[src/rtl/pin_keypad_entry_if.sv]
// Keypad-side and PIN-side signal bundle for pin_keypad_entry.
// slave = the entry block, master = whoever drives the keypad and consumes the PIN.
interface pin_keypad_entry_if;
  logic [3:0] key_code;
  logic       key_down;
  logic [7:0] pin;
  logic       ent_pin;
  logic       entry_busy;
  logic [1:0] digit_cnt;
  logic       key_err;

  modport slave (
    input  key_code, key_down,
    output pin, ent_pin, entry_busy, digit_cnt, key_err
  );

  modport master (
    output key_code, key_down,
    input  pin, ent_pin, entry_busy, digit_cnt, key_err
  );
endinterface

[src/rtl/pin_keypad_entry.sv]
// Converts keypad presses into a binary PIN (up to three decimal digits) with
// enter/clear handling, an idle timeout and a one-cycle error pulse.
//
// state     | meaning
// S_IDLE    | no digits pending, acc = 0
// S_COLLECT | 1..3 digits pending, idle timer running
module pin_keypad_entry #(
  parameter int unsigned TIMEOUT_CYC = 1000
) (
  input  logic              clock,
  input  logic              reset,
  pin_keypad_entry_if.slave kp
);

  localparam int unsigned  TW       = $clog2(TIMEOUT_CYC);
  localparam logic [TW-1:0] TMR_LOAD = TW'(TIMEOUT_CYC - 1);

  typedef enum logic {S_IDLE, S_COLLECT} state_e;

  state_e        state_q, state_d;
  logic          kd_q, kd_d;
  logic [9:0]    acc_q, acc_d;
  logic [1:0]    cnt_q, cnt_d;
  logic [TW-1:0] tmr_q, tmr_d;
  logic [7:0]    pin_q, pin_d;
  logic          ent_q, ent_d;
  logic          err_q, err_d;

  logic          press;
  logic          is_digit;
  logic [11:0]   acc_next;

  always_comb begin
    press    = kp.key_down & ~kd_q;
    is_digit = (kp.key_code <= 4'd9);
    acc_next = {2'b00, acc_q} * 12'd10 + {8'd0, kp.key_code};

    state_d = state_q;
    kd_d    = kp.key_down;
    acc_d   = acc_q;
    cnt_d   = cnt_q;
    tmr_d   = tmr_q;
    pin_d   = pin_q;
    ent_d   = 1'b0;
    err_d   = 1'b0;

    unique case (state_q)
      S_IDLE: begin
        if (press) begin
          if (is_digit) begin
            state_d = S_COLLECT;
            acc_d   = {6'd0, kp.key_code};
            cnt_d   = 2'd1;
            tmr_d   = TMR_LOAD;
          end else if (kp.key_code != 4'd10) begin
            err_d = 1'b1;
          end
        end
      end

      S_COLLECT: begin
        if (press) begin
          // any press, even a rejected one, restarts the idle window
          tmr_d = TMR_LOAD;
          if (is_digit) begin
            if (cnt_q == 2'd3) begin
              err_d = 1'b1;
            end else if (acc_next > 12'd255) begin
              err_d   = 1'b1;
              state_d = S_IDLE;
              acc_d   = '0;
              cnt_d   = '0;
            end else begin
              acc_d = acc_next[9:0];
              cnt_d = cnt_q + 2'd1;
            end
          end else if (kp.key_code == 4'd10) begin
            state_d = S_IDLE;
            acc_d   = '0;
            cnt_d   = '0;
          end else if (kp.key_code == 4'd11) begin
            pin_d   = acc_q[7:0];
            ent_d   = 1'b1;
            state_d = S_IDLE;
            acc_d   = '0;
            cnt_d   = '0;
          end else begin
            err_d = 1'b1;
          end
        end else if (tmr_q == '0) begin
          err_d   = 1'b1;
          state_d = S_IDLE;
          acc_d   = '0;
          cnt_d   = '0;
        end else begin
          tmr_d = tmr_q - 1'b1;
        end
      end

      default: state_d = S_IDLE;
    endcase
  end

  // kd_q resets high so a key held through reset release is not a press
  always_ff @(posedge clock) begin
    if (!reset) begin
      state_q <= S_IDLE;
      kd_q    <= 1'b1;
      acc_q   <= '0;
      cnt_q   <= '0;
      tmr_q   <= '0;
      pin_q   <= '0;
      ent_q   <= 1'b0;
      err_q   <= 1'b0;
    end else begin
      state_q <= state_d;
      kd_q    <= kd_d;
      acc_q   <= acc_d;
      cnt_q   <= cnt_d;
      tmr_q   <= tmr_d;
      pin_q   <= pin_d;
      ent_q   <= ent_d;
      err_q   <= err_d;
    end
  end

  assign kp.pin        = pin_q;
  assign kp.ent_pin    = ent_q;
  assign kp.entry_busy = (state_q == S_COLLECT);
  assign kp.digit_cnt  = cnt_q;
  assign kp.key_err    = err_q;

endmodule

[src/flat_wrapper.sv]
// flat-port wrapper written by rule: the top's interface ports become plain ports
module pin_keypad_entry_flat 
#(
  parameter int unsigned TIMEOUT_CYC = 1000
)
  (clock, reset, kp_key_code, kp_key_down, kp_pin, kp_ent_pin, kp_entry_busy, kp_digit_cnt, kp_key_err);
  pin_keypad_entry_if kp_i ();
  input  logic clock;
  input  logic reset;
  input wire logic [$bits(kp_i.key_code)-1:0] kp_key_code;
  input wire logic [$bits(kp_i.key_down)-1:0] kp_key_down;
  output wire logic [$bits(kp_i.pin)-1:0] kp_pin;
  output wire logic [$bits(kp_i.ent_pin)-1:0] kp_ent_pin;
  output wire logic [$bits(kp_i.entry_busy)-1:0] kp_entry_busy;
  output wire logic [$bits(kp_i.digit_cnt)-1:0] kp_digit_cnt;
  output wire logic [$bits(kp_i.key_err)-1:0] kp_key_err;
  assign kp_i.key_code = kp_key_code;
  assign kp_i.key_down = kp_key_down;
  assign kp_pin = kp_i.pin;
  assign kp_ent_pin = kp_i.ent_pin;
  assign kp_entry_busy = kp_i.entry_busy;
  assign kp_digit_cnt = kp_i.digit_cnt;
  assign kp_key_err = kp_i.key_err;
  pin_keypad_entry #(.TIMEOUT_CYC(TIMEOUT_CYC)) u_core (.clock(clock), .reset(reset), .kp(kp_i));
endmodule
[config.mk]
export PLATFORM = sky130hd
export DESIGN_NAME = pin_keypad_entry_flat
export DESIGN_NICKNAME = d
export VERILOG_FILES = /design/src/rtl/pin_keypad_entry_if.sv /design/src/rtl/pin_keypad_entry.sv /design/src/flat_wrapper.sv
export SDC_FILE = /design/constraint.sdc
export NUM_CORES = 1
export LEC_CHECK = 0
export ABC_AREA = 0
export CAP_MARGIN = 10
export CORE_ASPECT_RATIO = 0.7
export CORE_UTILIZATION = 34
export DETAILED_ROUTE_END_ITERATION = 10
export PLACE_DENSITY = 0.64
export SLEW_MARGIN = 30
export SYNTH_ARGS = -nofsm -noshare
export SYNTH_HDL_FRONTEND = slang
export SYNTH_SLANG_ARGS = --single-unit
[constraint.sdc]
create_clock -name clock -period 4.1 [get_ports clock]
set_input_delay 0.41 -clock clock [delete_from_list [all_inputs] [get_ports clock]]
set_output_delay 0.41 -clock clock [all_outputs]
set_load 0.02 [all_outputs]
---- Yosys cells after proc, flatten, opt, wreduce, memory -nomap -nowiden ----
Index checks and enable logic that the tools add are counted.
storage, ports and cells
  flip-flop bits (word level) ............. 34
  output and inout bits ................... 13
  logic and storage cells ................. 81
cells by class
  $add $sub $neg .......................... 3
  multipliers ............................. 1
  order comparisons ....................... 2
  equality and inequality tests ........... 10
  mux-type cells .......................... 45
  bitwise gates (word level) .............. 7
  reductions and logical operators ........ 5
operator list
  kind                   count
  $mux 10                13
  $pmux 10 s2            2
  $mux 1                 18
  $mux 2                 9
  $add 12x4->12          1
  $gt 12x8->1 const B    1
  $mul 10x3->11 const B  1
  $logic_not 10->1       1
  $reduce_and 5->1       2
  $sub 10x1->10 const B  1
  $eq 4x4->1 const B     2
  $ne 4x4->1 const B     2
  $ne 3x3->1 const B     2
  $not 1->1              6
  $ne 5x5->1 const B     1
  $reduce_or 5->1        1
  $le 4x4->1 const B     1
  $ne 2x1->1 const B     2
  $pmux 1 s2             2
  $pmux 2 s2             1
  $reduce_and 3->1       1
  $add 2x1->2 const B    1
  $eq 2x2->1 const B     1
  $and 1x1->1            1

---- Depth between registers and ports, before layout ----
Gate-level depths: netlist of run 1.
  depth after elaboration ................. 8
  gate-level depth with buffers ........... 10
  gate-level depth less buffers ........... 10

---- Least setup slack after synthesis of run 1 ----
OpenSTA, ideal clock, no wires.
  path type ............................... reg-to-reg
  from .................................... register u_core.acc_q[1]
  to ...................................... register u_core.acc_q[1]
  setup time .............................. 0.088 ns
  data arrival time ....................... 2.734 ns
  required time ........................... 4.012 ns
  setup slack ............................. 1.278 ns
  stages on the path, launching flop included .. 11
  path buffers ............................ 0
  path through ............................ dfxtp_1 -> ha_1 -> ha_1 -> fa_1 -> a211oi_2 -> o21bai_1 -> a21oi_1 -> xor2_1 -> and4bb_4 -> o21ai_2 -> o32ai_2
between the ends
  word-level cells in the longest chain between the ends .. 8
ends and longest elaborated chain
  element                 line                     RTL
  start, declared         pin_keypad_entry.sv:22   logic [9:0] acc_q, acc_d;
  start signal, assigned  pin_keypad_entry.sv:109  acc_q <= '0;
  start signal, assigned  pin_keypad_entry.sv:118  acc_q <= acc_d;
  $mul 10x3->11           pin_keypad_entry.sv:36   acc_next = {2'b00, acc_q} * 12'd10 + {8'd0, kp.key_code};
  $add 12x4->12           pin_keypad_entry.sv:36
  $gt 12x8->1             pin_keypad_entry.sv:68   end else if (acc_next > 12'd255) begin
  $mux 10                 pin_keypad_entry.sv:68
  $mux 10                 pin_keypad_entry.sv:66   if (cnt_q == 2'd3) begin
  $mux 10                 pin_keypad_entry.sv:65   if (is_digit) begin
  $mux 10                 pin_keypad_entry.sv:62   if (press) begin
  $pmux 10 s2             pin_keypad_entry.sv:47   unique case (state_q)
No other way between the ends. The select of a mux whose other input is x is not followed.
A chain may end at the register's enable or synchronous reset.

---- Worst setup path in the final report of run 1 ----
  from .................................... register u_core.acc_q[1]
  to ...................................... register u_core.acc_q[3]
between the ends
  word-level cells in the longest chain between the ends .. 8
ends and longest elaborated chain
  element            line
  $mul 10x3->11 (*)  pin_keypad_entry.sv:36
  $add 12x4->12 (*)  pin_keypad_entry.sv:36
  $gt 12x8->1        pin_keypad_entry.sv:68
  $mux 10 (*)        pin_keypad_entry.sv:68
  $mux 10 (*)        pin_keypad_entry.sv:66
  $mux 10 (*)        pin_keypad_entry.sv:65
  $mux 10 (*)        pin_keypad_entry.sv:62
  $pmux 10 s2 (*)    pin_keypad_entry.sv:47
Every way passes the cells marked *; elsewhere a longest branch is shown, timed or not. The select of a mux whose other input is x is not followed.

==> metrics.txt, run 1 <==
WL/cell=14.69 um; row cnt=23; worst setup margin=1040 ps; post-route cell area=0.002540 mm2; Area Overhead vs Synth=16.94%; fin crit share=0.7464; Post-synth EDFFs=0; skew final=8.883 ps; Final Slew Violations=0; unrepaired setup endpoints after global routing=false; area post-placement=0.002445 mm2; Remaining Overflow, GRT=0; Worst EP required=4260 ps; clock sink count=34; hold crit path type=register to register; port buffer count=19; final WL=4.980 mm; Cell variety after synth=58; Max-cap violations=0; post-cts sizing count=0; flop-to-flop setup slack=1040 ps; Post-Syn Area=0.002172 mm2; Critical Path AT=3220 ps; flops & latches, synth=34; Via-to-Cell Ratio=5.286; Core Box Area=0.005928 mm2; TritonRoute pass-1 iters=4; Worst setup SP type=register; slew margin rel.=0.6329; # hold bufs at CTS=0; CTS tree=done; Multi-input gate area=0.001435 mm2; fill count=563; hold_ws=480.2 ps; CTS H-tree depth=2; YS warnings=0; die area=0.006717 mm2; clock latency on the worst-skew pair=300 ps; vias in the first global route=1612; share of cells above drive strength 1=0.1098; DRC violations left=0; Mapped Nets=271; DRT antenna net count=0; Die Y=68.87 um; Crit Path Class=register to register; Setup violations, final=0; Worst Setup End Kind=register; Peak VDD IR=0.0001472 V; first-pass GRT wire length=8.473 mm; Vias=1792; Hold Path Cell Cnt=1; Worst Max-Slew Pin Slew=548.7 ps; P_leak=1.016 nW; chip width=97.53 um; RR Startpoint=u_core.acc_q[1]$_SDFFE_PN0P_; run status=complete, no violations; Setup crit end=u_core.acc_q[3]$_SDFFE_PN0P_; Reg area=680.7 um2; Hold Violations, Final=0; CTS Buffer Depth=2; Final Net Count=292; crit path from=u_core.acc_q[1]$_SDFFE_PN0P_; Pwr per Cell Area=330.6 mW/mm2; Place WS=1033 ps; Worst Path Max Fanout=6; Top Ports=20; GPL Wtd Cong=0.8038; main flop type after synthesis=dfxtp_1; R2R depth=10; Synth Instances=242; Reg2Reg Capture Point=u_core.acc_q[3]$_SDFFE_PN0P_; 1st-iter DRT viols=121; sequential share of the synthesized area=0.3134; CTS root buffer=clkbuf_8; Reg clk slew, reported paths=80 ps; Starting Density=0.3664; Avg Inst Size Synth=8.976 um2; Setup Fix Bufs, Post-CTS=0; antenna violations before repair=0; largest net degree at the start of global routing=19; Async SR Flop Fraction=0; Max Clk Rate=0.3268 GHz; setup_tns=0 ps; Final Core Density=0.4285; DPL Wire Length=3.709 mm; Tmin final=3060 ps; total track usage=0.1630; Num CTS Buffers=5; number of diodes=0
==> how the worst min path moves through the flow <==
stage	from	endpoint	slack [ps]
2_1_floorplan	u_core.acc_q[9]$_SDFFE_PN0P_	u_core.acc_q[9]$_SDFFE_PN0P_	430
3_3_place_gp	u_core.acc_q[9]$_SDFFE_PN0P_	u_core.acc_q[9]$_SDFFE_PN0P_	450
3_5_place_dp	u_core.acc_q[9]$_SDFFE_PN0P_	u_core.acc_q[9]$_SDFFE_PN0P_	460
4_1_cts	u_core.acc_q[9]$_SDFFE_PN0P_	u_core.acc_q[9]$_SDFFE_PN0P_	470
5_1_grt	u_core.acc_q[9]$_SDFFE_PN0P_	u_core.acc_q[9]$_SDFFE_PN0P_	510
6_report	u_core.acc_q[9]$_SDFFE_PN0P_	u_core.acc_q[9]$_SDFFE_PN0P_	480
==> stage by stage <==
stage                     power, mW  std cells
final                        0.8397        339
after global routing         0.8868        339
after CTS                    0.8414        339
after detailed placement     0.5699        331
after global placement       0.5665        331
after floorplan              0.5219        242
==> per-layer routing <==
metal,track usage,share of wire,vias to the layer above
li1,-,-,932
met1,0.2575,0.57,815
met2,0.2150,0.38,41
met3,0.03931,0.042,4
met4,0.03309,0.0066,0
met5,0,0,-
==> logic make-up (layout without fill, tap and decap cells) <==
logic type / after synthesis / count (layout) / synth area share
simple gates: 90 / 90 / 0.2275
compound gates: 62 / 62 / 0.2033
flops: 34 / 34 / 0.3134
fa+ha+maj: 22 / 22 / 0.1336
buf+inv: 13 / 35 / 0.02880
xor+xnor: 12 / 12 / 0.05184
mux: 9 / 9 / 0.04148
==> cells in the final DEF, fill, tap and decap left out, types with 5 or more instances in the layout <==
cell and n:
dfxtp_1 34, nor2_1 32, nand2_1 21, ha_1 20
clkdlybuf4s50_1 19, a21oi_1 13, o21ai_0 10, mux2i_1 9
o31ai_1 8, xor2_1 7, nand3_1 6, clkbuf_8 6
nor2b_1 5
==> synth_stat cells, types with 2 or more instances <==
cell type  count  area, um2
o21bai_1       3      22.52
dfxtp_1       34      680.7
o31ai_1        8      60.06
o21ai_0       10      50.05
nor2b_1        5      31.28
nor2_1        32      120.1
o21ai_1        2      10.01
buf_2          5      25.02
a21o_1         2      15.01
xor2_1         7      61.31
or3_1          2      12.51
o21a_1         2      15.01
nor3_2         3      30.03
ha_1          20      250.2
and2_1         4      25.02
xnor2_1        4      35.03
nand2_1       21      78.83
a211oi_1       2      15.01
a31oi_1        4      25.02
buf_4          2      15.01
a21oi_1       13      65.06
nand2b_1       2      12.51
mux2i_1        9      90.09
inv_1          3      11.26
o22ai_1        2      12.51
fa_1           2      40.04
o21ai_2        2      17.52
nand3_1        6      30.03
clkbuf_1       2      7.510
==> layout make-up <==
class	instances	share of cell area
well taps	75	0.03695
clock inverters	2	0.004926
flip-flops and latches	34	0.2680
inverters	4	0.005911
repair buffers	23	0.08670
clock buffers	6	0.03251
multi-input cells	195	0.5650
==> power by group <==
part	switching, mW	internal [mW]
clock network	0.140	0.135
registers	0.0232	0.352
logic	0.110	0.0787
==> registers in the layout, indices dropped and copies added (netlist names) <==
name	cells
u_core.kp.digit_cnt	2
u_core.kp.entry_busy	1
u_core.kp.pin	8
u_core.acc_q	10
u_core.tmr_q	10
u_core.kp.ent_pin	1
u_core.kd_q	1
u_core.kp.key_err	1
==> worst max-delay path, cell delays in order (launching register included) <==
cell and delay (ps):
dfxtp_1 450, ha_1 270, ha_1 220, fa_1 410, xor2_1 230, nand3_1 190
nor4_4 250, mux2i_1 220, and4bb_4 230, o21ai_2 290, o22ai_1 150
Power figures use the tool's default switching activity.
==> run 2: changes to the inputs <==
Clock period 4.1 ns to 3.14 ns, I/O delays scaled along.
==> run 2 against run 1 <==
Clock power rose by 25%. Core utilization rose by 0.59 points. Wire length shrank 3.1%. Die area stayed put. Largest cell class unchanged. Largest power group unchanged.
==> metrics.txt, run 2 (synthesized netlist as in run 1, its figures left out) <==
setup_tns=0 ps (unchanged); unrepaired setup endpoints after global routing=false; Max-cap violations=0 (unchanged); Worst Path Max Fanout=6 (unchanged); CTS Buffer Depth=2 (unchanged); antenna violations before repair=0 (unchanged); CP Cell Sequence=ha_1 -> ha_1 -> fa_2 -> a211oi_2 -> o21bai_1 -> a21oi_1 -> xor2_1 -> and4bb_4 -> o21ai_2 -> o31ai_1; Worst Setup End Kind=register; DRT antenna net count=0 (unchanged); Via-to-Cell Ratio=5.271 (-0.29%); hold crit path type=register to register; Remaining Overflow, GRT=0 (unchanged); row cnt=23 (unchanged); clock sink count=34 (unchanged); largest stage delay on the critical path=380 ps (-70 ps); CTS H-tree depth=2 (unchanged); 1st-iter DRT viols=89 (-26%); largest net degree at the start of global routing=19 (unchanged); TritonRoute pass-1 iters=4 (unchanged); Critical Path AT=3150 ps (-70 ps); WP buf/inv=0 (unchanged); number of diodes=0 (unchanged); Area Overhead vs Synth=18.55%; post-route cell area=0.002575 mm2 (+1.4%); Core Box Area=0.005928 mm2 (unchanged); slew margin rel.=0.5889 (-0.04401); WL/cell=14.20 um (-3.3%); Starting Density=0.3664 (unchanged); total track usage=0.1492 (-0.01379); Slowest-stage cell, CP=fa_2; Final Slew Violations=0 (unchanged); Setup Fix Bufs, Post-CTS=0 (unchanged); share of cells above drive strength 1=0.1358 (+0.02600); fin crit share=0.9404 (+0.1940); most used cell, CP=ha_1; chip width=97.53 um (unchanged); Top Ports=20 (unchanged); Vias=1792 (unchanged); Worst setup SP type=register; Tmin final=2953 ps (-107.3 ps); area post-placement=0.002452 mm2 (+0.31%); commonest cells after routing, fill and taps aside=nor2_1 (32), dfxtp_1 (32), nand2_1 (21); CTS root buffer=clkbuf_8; DPL Wire Length=3.635 mm (-2.0%); run status=complete, no violations; first-pass GRT wire length=7.845 mm (-7.4%); fill count=596 (+5.9%); Die Y=68.87 um (unchanged); total power=1.083 mW (+29%); DRC violations left=0 (unchanged); skew final=4.868 ps (-4.015 ps); vias in the first global route=1574 (-2.4%); clock latency on the worst-skew pair=280 ps (-20 ps); Setup violations, final=0 (unchanged); Final Net Count=293 (+0.34%); Reg clk slew, reported paths=70 ps (about the same); Hold Violations, Final=0 (unchanged); CTS tree=done; Worst Max-Slew Pin Slew=614.8 ps (+66.11 ps); P_leak=1.017 nW (+0.16%); Crit Path Class=register to register; port buffer count=19 (unchanged); Peak VDD IR=0.0002056 V (+40%); GPL Wtd Cong=0.8191 (+1.9%); crit-path leading delay family=compound AO/OA/AOI/OAI gates; die area=0.006717 mm2 (unchanged); Max Clk Rate=0.3387 GHz (+3.6%); Num CTS Buffers=5 (unchanged); final WL=4.828 mm (-3.1%); Worst EP required=3330 ps (-930 ps); Pwr per Cell Area=420.8 mW/mm2 (+27%)
-- run 2: layout make-up --
class | instances | area (um2) | area share
multi-input cells | 195 | 1460 | 0.5671
flip-flops and latches | 34 | 683.2 | 0.2653
repair buffers | 24 | 227.7 | 0.08844
well taps | 75 | 93.84 | 0.03644
clock buffers | 6 | 82.58 | 0.03207
inverters | 4 | 15.01 | 0.005831
clock inverters | 2 | 12.51 | 0.004859
-- run 2: final timing paths --
kind | slack, ps | start | depth (start not counted) | end
worst max register to register | 190 | u_core.acc_q[1]$_SDFFE_PN0P_ | 10 | u_core.acc_q[7]$_SDFFE_PN0P_
worst max-delay path | 190 | u_core.acc_q[1]$_SDFFE_PN0P_ | 10 | u_core.acc_q[7]$_SDFFE_PN0P_
worst min-delay path | 470 | u_core.acc_q[9]$_SDFFE_PN0P_ | 1 | u_core.acc_q[9]$_SDFFE_PN0P_
worst min register to register | 470 | u_core.acc_q[9]$_SDFFE_PN0P_ | 1 | u_core.acc_q[9]$_SDFFE_PN0P_
-- run 2: metal layers --
layer,part of all wire,global-route usage
met4,0.0023,0.02206
met5,0,0
met1,0.56,0.2306
met2,0.39,0.2054
met3,0.052,0.03931
-- run 2: worst reg2reg max path, delay by kind of cell, from the launching register on --
family / cells / cell delay, ps
AO/OA/AOI/OAI: 5 / 1010
adder cells (fa/ha/maj): 3 / 910
flip-flops: 1 / 360
XOR/XNOR: 1 / 290
AND/OR/NAND/NOR: 1 / 320
-- run 2: per-stage QoR --
| step | cells | utilization | hold slack (ps) | setup slack (ps) |
|---|---|---|---|---|
| floorplan | 242 | - | 415.5 | 317.7 |
| global placement | 332 | 0.4137 | 450.1 | 142.1 |
| detailed placement | 332 | 0.4137 | 456.9 | 76.38 |
| CTS | 340 | 0.4297 | 475.5 | 58.76 |
| global route | 340 | 0.4344 | 510.9 | 50.12 |
| finish | 340 | 0.4344 | 470.8 | 187.1 |
-- run 2: power by group --
part / switching (mW) / total [mW] / leakage (nW) / internal [mW]
Combinational: 0.142 / 0.247 / 0.693 / 0.105
Clock: 0.169 / 0.345 / 0.0472 / 0.176
Sequential: 0.0304 / 0.491 / 0.277 / 0.460
-- run 2: repair_timing --
item,in CTS,in global routing
resized for setup,0,8
setup endpoints to repair,0,12
hold buffers,0,0
endpoints found under the hold margin,0,0
==> run 3: changes to the inputs <==
Settings changed: CTS_CLUSTER_DIAMETER from default to 100.
==> results of run 3 <==
Final layout, timing and power as in run 2 (identical DEF).
